**config.mk**
```make
export PLATFORM = sky130hd
export DESIGN_NAME = mac_operand_feeder
export DESIGN_NICKNAME = d
export VERILOG_FILES = /design/src/rtl/mac_operand_feeder.sv
export SDC_FILE = /design/constraint.sdc
export NUM_CORES = 2
export LEC_CHECK = 0
export CELL_PAD_IN_SITES_DETAIL_PLACEMENT = 2
export CELL_PAD_IN_SITES_GLOBAL_PLACEMENT = 2
export CORE_ASPECT_RATIO = 0.5
export CORE_UTILIZATION = 52
export DETAILED_ROUTE_END_ITERATION = 12
export PLACE_DENSITY = 0.92
export SLEW_MARGIN = 20
export SYNTH_ARGS = -nofsm -noshare
export SYNTH_HDL_FRONTEND = slang
export SYNTH_SLANG_ARGS = --single-unit
```
**constraint.sdc**
```tcl
create_clock -name clk -period 33.6 [get_ports clk]
set_input_delay 8.4 -clock clk [delete_from_list [all_inputs] [get_ports clk]]
set_output_delay 8.4 -clock clk [all_outputs]
set_load 0.005 [all_outputs]
```
**src/rtl/mac_operand_feeder.sv**
```systemverilog
// Operand feeder for mac_array: buffers A/B beats in a FIFO and, per job command,
// emits a num_valid strobe followed by exactly K gapless beats (zeros otherwise).
module mac_operand_feeder #(
  parameter int MULER_WIDTH = 8,
  parameter int NUM_WIDTH   = 16,
  parameter int ROW_SIZE    = 8,
  parameter int COLUMN_SIZE = 8,
  parameter int FIFO_DEPTH  = 16,
  parameter int GAP_CYCLES  = 0
) (
  input  logic                               clk,
  input  logic                               rst,
  input  logic                               cmd_valid,
  output logic                               cmd_ready,
  input  logic [NUM_WIDTH-1:0]               cmd_num,
  input  logic                               op_valid,
  output logic                               op_ready,
  input  logic [ROW_SIZE*MULER_WIDTH-1:0]    op_a,
  input  logic [COLUMN_SIZE*MULER_WIDTH-1:0] op_b,
  output logic                               num_valid,
  output logic [NUM_WIDTH-1:0]               num,
  output logic [ROW_SIZE*MULER_WIDTH-1:0]    data_a,
  output logic [COLUMN_SIZE*MULER_WIDTH-1:0] data_b,
  output logic                               busy,
  output logic                               done,
  output logic                               err_cmd
);

  localparam int AW    = $clog2(FIFO_DEPTH);
  localparam int A_W   = ROW_SIZE * MULER_WIDTH;
  localparam int B_W   = COLUMN_SIZE * MULER_WIDTH;
  localparam int GW    = $clog2(GAP_CYCLES + 2);

  typedef enum logic [2:0] {
    S_IDLE,
    S_WAIT,
    S_ISSUE,
    S_STREAM,
    S_GAP
  } state_t;

  state_t state, state_nx;

  logic [A_W-1:0]       mem_a [FIFO_DEPTH];
  logic [B_W-1:0]       mem_b [FIFO_DEPTH];
  logic [AW-1:0]        wr_ptr, rd_ptr;
  logic [AW:0]          count;
  logic [NUM_WIDTH-1:0] k_q;
  logic [NUM_WIDTH-1:0] rem;
  logic [GW-1:0]        gap_cnt;
  logic                 push, pop, cmd_fire, cmd_bad;

  assign op_ready  = !rst && (count < (AW+1)'(FIFO_DEPTH));
  assign cmd_ready = !rst && (state == S_IDLE);
  assign push      = op_valid && op_ready;
  assign cmd_fire  = cmd_valid && cmd_ready;
  assign cmd_bad   = (cmd_num == '0) || (cmd_num > NUM_WIDTH'(FIFO_DEPTH));
  assign busy      = (state != S_IDLE);
  // A beat leaves the FIFO on every edge that lands in STREAM, so the popped
  // entry is registered straight onto data_a/data_b for that cycle.
  assign pop       = (state_nx == S_STREAM);

  // NOTE: state_nx takes its default before the case, so no path leaves it unassigned and no latch is inferred.
  always_comb begin
    state_nx = state;
    unique case (state)
      S_IDLE:   if (cmd_fire && !cmd_bad) state_nx = S_WAIT;
      S_WAIT:   if (NUM_WIDTH'(count) >= k_q) state_nx = S_ISSUE;
      S_ISSUE:  state_nx = S_STREAM;
      S_STREAM: if (rem == NUM_WIDTH'(1)) state_nx = (GAP_CYCLES == 0) ? S_IDLE : S_GAP;
      S_GAP:    if (gap_cnt == GW'(GAP_CYCLES - 1)) state_nx = S_IDLE;
      default:  state_nx = S_IDLE;
    endcase
  end

  // NOTE: FIFO storage is not reset; pointers and count alone define which entries are live.
  always_ff @(posedge clk) begin
    if (push) begin
      mem_a[wr_ptr] <= op_a;
      mem_b[wr_ptr] <= op_b;
    end
  end

  // NOTE: all state here uses non-blocking assignments so every register samples pre-edge values.
  always_ff @(posedge clk) begin
    if (rst) begin
      state     <= S_IDLE;
      wr_ptr    <= '0;
      rd_ptr    <= '0;
      count     <= '0;
      k_q       <= '0;
      rem       <= '0;
      gap_cnt   <= '0;
      num_valid <= 1'b0;
      num       <= '0;
      data_a    <= '0;
      data_b    <= '0;
      done      <= 1'b0;
      err_cmd   <= 1'b0;
    end else begin
      state <= state_nx;
      if (push) wr_ptr <= wr_ptr + AW'(1);
      if (pop)  rd_ptr <= rd_ptr + AW'(1);
      case ({push, pop})
        2'b10:   count <= count + (AW+1)'(1);
        2'b01:   count <= count - (AW+1)'(1);
        default: count <= count;
      endcase

      if (cmd_fire && !cmd_bad) k_q <= cmd_num;
      if (state == S_ISSUE)       rem <= k_q;
      else if (state == S_STREAM) rem <= rem - NUM_WIDTH'(1);
      if (state == S_STREAM)      gap_cnt <= '0;
      else if (state == S_GAP)    gap_cnt <= gap_cnt + GW'(1);

      // Outputs are registered from the next state so they line up with the state they belong to.
      num_valid <= (state_nx == S_ISSUE);
      num       <= (state_nx == S_ISSUE) ? k_q : '0;
      data_a    <= pop ? mem_a[rd_ptr] : '0;
      data_b    <= pop ? mem_b[rd_ptr] : '0;
      done      <= (state == S_STREAM) && (rem == NUM_WIDTH'(1));
      err_cmd   <= cmd_fire && cmd_bad;
    end
  end

endmodule

```
==> results of run 1 <==
cells by family after synthesis:
family | after synthesis
adder cells (fa/ha/maj) | 17
buffers and inverters | 223
flip-flops | 2244
AND/OR/NAND/NOR | 153
other | 1
multiplexers | 520
XOR/XNOR | 9
AO/OA/AOI/OAI | 455
stage by stage:
stage	setup slack, ns	area (sq um)	hold WS [ns]
global placement	15.11	87570	0.4579
floorplan	15.04	82190	0.4377
==> metrics.txt, run 1 <==
Synth area leaders edfxtp_1, mux4_2, dfxtp_1; Post-Synthesis Cell Area between 80000 and 90000 sq um; HPWL Detailed just under 200000 microns; Top-Level Pins around 300; Port-buffer cells ~300; Row Count slightly above 100; Exit stage detailed placement; Compound-Gate Fraction of Synth Area under 10%; commonest register cell after synthesis edfxtp_1; Post-synth top cells edfxtp_1, mux4_2, a22oi_1; Post-synth EDFFs ~2000; Post-Synth XOR/XNOR Area 0.09596%; Die H between 200 and 300 microns; Gate Count Post-Synth around 3600; area share of and/or/nand/nor cells after synthesis less than 1%; area leader, netlist edfxtp_1; Yosys reg bits ~2200; main combinational cell family by area after synthesis multiplexers; most frequent cell after synthesis edfxtp_1; YS warnings 0; Yosys top cell area share 74.86%; register area share after synthesis 79.64%; post-synthesis adder-cell area fraction less than 1%; Starting Density 52.72%; status stopped before the end; FFs w/ async S/R, synth 0%; post-synthesis mux area share 14.14%; syn avg cell area about 23 sq um; Run Error [ERROR DPL-0033] detailed placement checks failed during check placement.; Final GP Congestion 0.7542; Horiz. Die Dim ~560 microns; Netlist cell types about 50
==> run 2, diff against run 1 <==
==> config.mk (replaced) <==
export PLATFORM = sky130hd
export DESIGN_NAME = mac_operand_feeder
export DESIGN_NICKNAME = d
export VERILOG_FILES = /design/src/rtl/mac_operand_feeder.sv
export SDC_FILE = /design/constraint.sdc
export NUM_CORES = 2
export LEC_CHECK = 0
export CORE_UTILIZATION = 40
export DETAILED_ROUTE_END_ITERATION = 12
export PLACE_DENSITY_LB_ADDON = 0.15
export SLEW_MARGIN = 20
export SYNTH_ARGS = -nofsm -noshare
export SYNTH_HDL_FRONTEND = slang
export SYNTH_SLANG_ARGS = --single-unit
==> metrics.txt, run 2 <==
worst path required time between 20 and 30 ns; Yosys reg bits about 2200; commonest register cell after synthesis edfxtp_1; TNS Setup 0 ns; clock power share around 45%; worst-margin pin slew about 1.1 ns; Comb pwr share 1.6%; Die H 455.2 microns; Worst path max stage delay 0.56 ns; status finished clean; CP startpoint kind input port; # resized after CTS 0; Slew HR a little under a quarter; HPWL Detailed slightly below 100000 microns; switch share 19.54%; Routed Antenna Nets 0; Post-Synthesis Cell Area between 80000 and 90000 sq um; Starting Density between 40% and 50%; fillers between 15000 and 20000; CTS tree done; most common cell after layout, fill and taps aside edfxtp_1; placed insts 6465; worst path cell trace clkdlybuf4s50_1 > buf_4 > nor4_2 > clkdlybuf4s50_1; Worst-Skew Late Latency 0.86 ns; YS warnings 0; RSZ-0062 raised after global routing false; Vias/cell about 5.5; FFs w/ async S/R, synth 0%; Remaining Overflow, GRT 0; core area 203100 sq um; HP Class reg -> reg; crit-path max FO 43; largest registers mem_a: 1024 flops, mem_b: 1024 flops; initial DRC count ~3100; Worst-path clk slew roughly 0.060 ns; Max clock buf depth 3; Net Sw Power roughly 1100 uW; Clock Skew approximately 0.044 ns; Maximum Capacitance Violations 0; via count 38080; M3 GR Usage 3.053%; Post-synth top cells edfxtp_1, mux4_2, a22oi_1; fin area ~96000 sq um; Post-synth EDFFs just over 2000; Tot Pwr roughly 5700 uW; PwrDens 59.33 nW/um^2; minimum hold slack slightly below 0.5 ns; 1st-pass router iterations 5; Top-Level Pins slightly below 300; critical setup path kind in -> out; CP arrival 10.01 ns; Synth area leaders edfxtp_1, mux4_2, dfxtp_1; nature of the critical path endpoint output pin; Worst VDD drop 0.00005351 V; vias in the first global route roughly 40000; Seq. cell area between 60000 and 70000 sq um; final period utilization roughly 55%; most frequent cell after synthesis edfxtp_1; Yosys top cell area share between 70 and 80%; Slew Limit Fails 0; register area share after synthesis approximately four fifths; most frequent cells in the layout edfxtp_1, mux4_2, clkdlybuf4s50_1; largest net degree at the start of global routing around 130; met2 layer usage reported by global route roughly a third; Horiz. Die Dim 455.2 microns; CTS Buf Count between 200 and 250; Total Wirelength 196900 microns; global-route wire length before repair about 280000 microns; cell mode on critical path clkdlybuf4s50_1; Tmin final roughly 18 ns; internal power roughly 4600 uW; Netlist cell types 51; Static Leak ~0.03 uW; Port-buffer cells 297; Hold Vio Cnt, Final 0; area leader, netlist edfxtp_1; Finished Layout Cells between 6000 and 7000; share of cells above drive strength 1 between 20% and 30%; Global Route Usage Sum between 10% and 20%; Final #Nets 4189; Gate Count Post-Synth ~3600; Remaining DRCs 0; Crit-path slowest cell clkdlybuf4s50_1; GRT busiest layer met2; final setup fails 0; Peak Freq ~54 MHz; initial antenna violation count 30; Final GP Congestion 0.7161; CTS H-tree depth 4; DIE AREA slightly above 200000 sq um; drt wl/cell around 29 microns; Seq pwr share a little over half; Row Count between 150 and 200; cts hold-fix bufs 0; Multi-input gate area between 15000 and 20000 sq um; syn avg cell area between 20 and 25 sq um; DP Area 88390 sq um; grt met1 use roughly a quarter; Area Overhead vs Synth 16.78%; Post-CTS Setup Bufs 0; CTS sink count about 2200; root buf cell clkbuf_16
[run 2: per-stage QoR]
stage	setup slack (ns)	utilization, %
detailed placement	15.17	43.51
finish	15.19	47.22
floorplan	15.04	-
global placement	15.10	43.51
global route	15.11	47.22
CTS	15.17	47.21
[run 2: final timing paths]
kind | cells past startpoint | start | slack (ns) | to
max reg2reg | 6 | rd_ptr[0] | 28.96 | data_a[56]
min | 1 | gap_cnt | 0.48 | state[2]
min reg2reg | 1 | gap_cnt | 0.48 | state[2]
max | 4 | rst | 15.19 | cmd_ready
[run 2: logic make-up after synthesis]
logic type      share of synthesized area [%]
flops                                   79.64
mux                                     14.14
simple gates                           0.9778
compound gates                          3.668
xor+xnor                              0.09596
other cells                          0.004565
buf+inv                                 1.208
fa+ha+maj                              0.2681
[run 2: per-layer routing]
metal	share of wire (%)	up-vias
met5	0.036	-
met4	2.1	10
met3	4.3	277
met2	51	855
met1	42	20740
li1	-	16200
[run 2: worst max-delay path: cells and delay by family]
family,cells,cell delay [ns]
simple gates,1,0.35
buf+inv,3,1.25
[run 2: cell type report]
cell class / instances / area share, %
sequential: 2244 / 68.20
inverter: 20 / 0.07826
clock buffer: 323 / 6.636
antenna: 7 / 0.01826
timing repair buffer: 364 / 3.780
clock inverter: 104 / 1.210
multi-input combinational: 1165 / 16.59
tap: 2672 / 3.485
[run 2: power groups by stage]
| stage | combinational, uW | clock [uW] | sequential [uW] |
|---|---|---|---|
| after floorplan | 25.7 | 0 | 3130 |
| after global placement | 90.6 | 0 | 3130 |
| after detailed placement | 92.6 | 0 | 3130 |
| after CTS | 93.1 | 2590 | 3070 |
| after global routing | 99.8 | 2700 | 3070 |
| final | 90.5 | 2530 | 3070 |
Power figures use the tool's default switching activity.
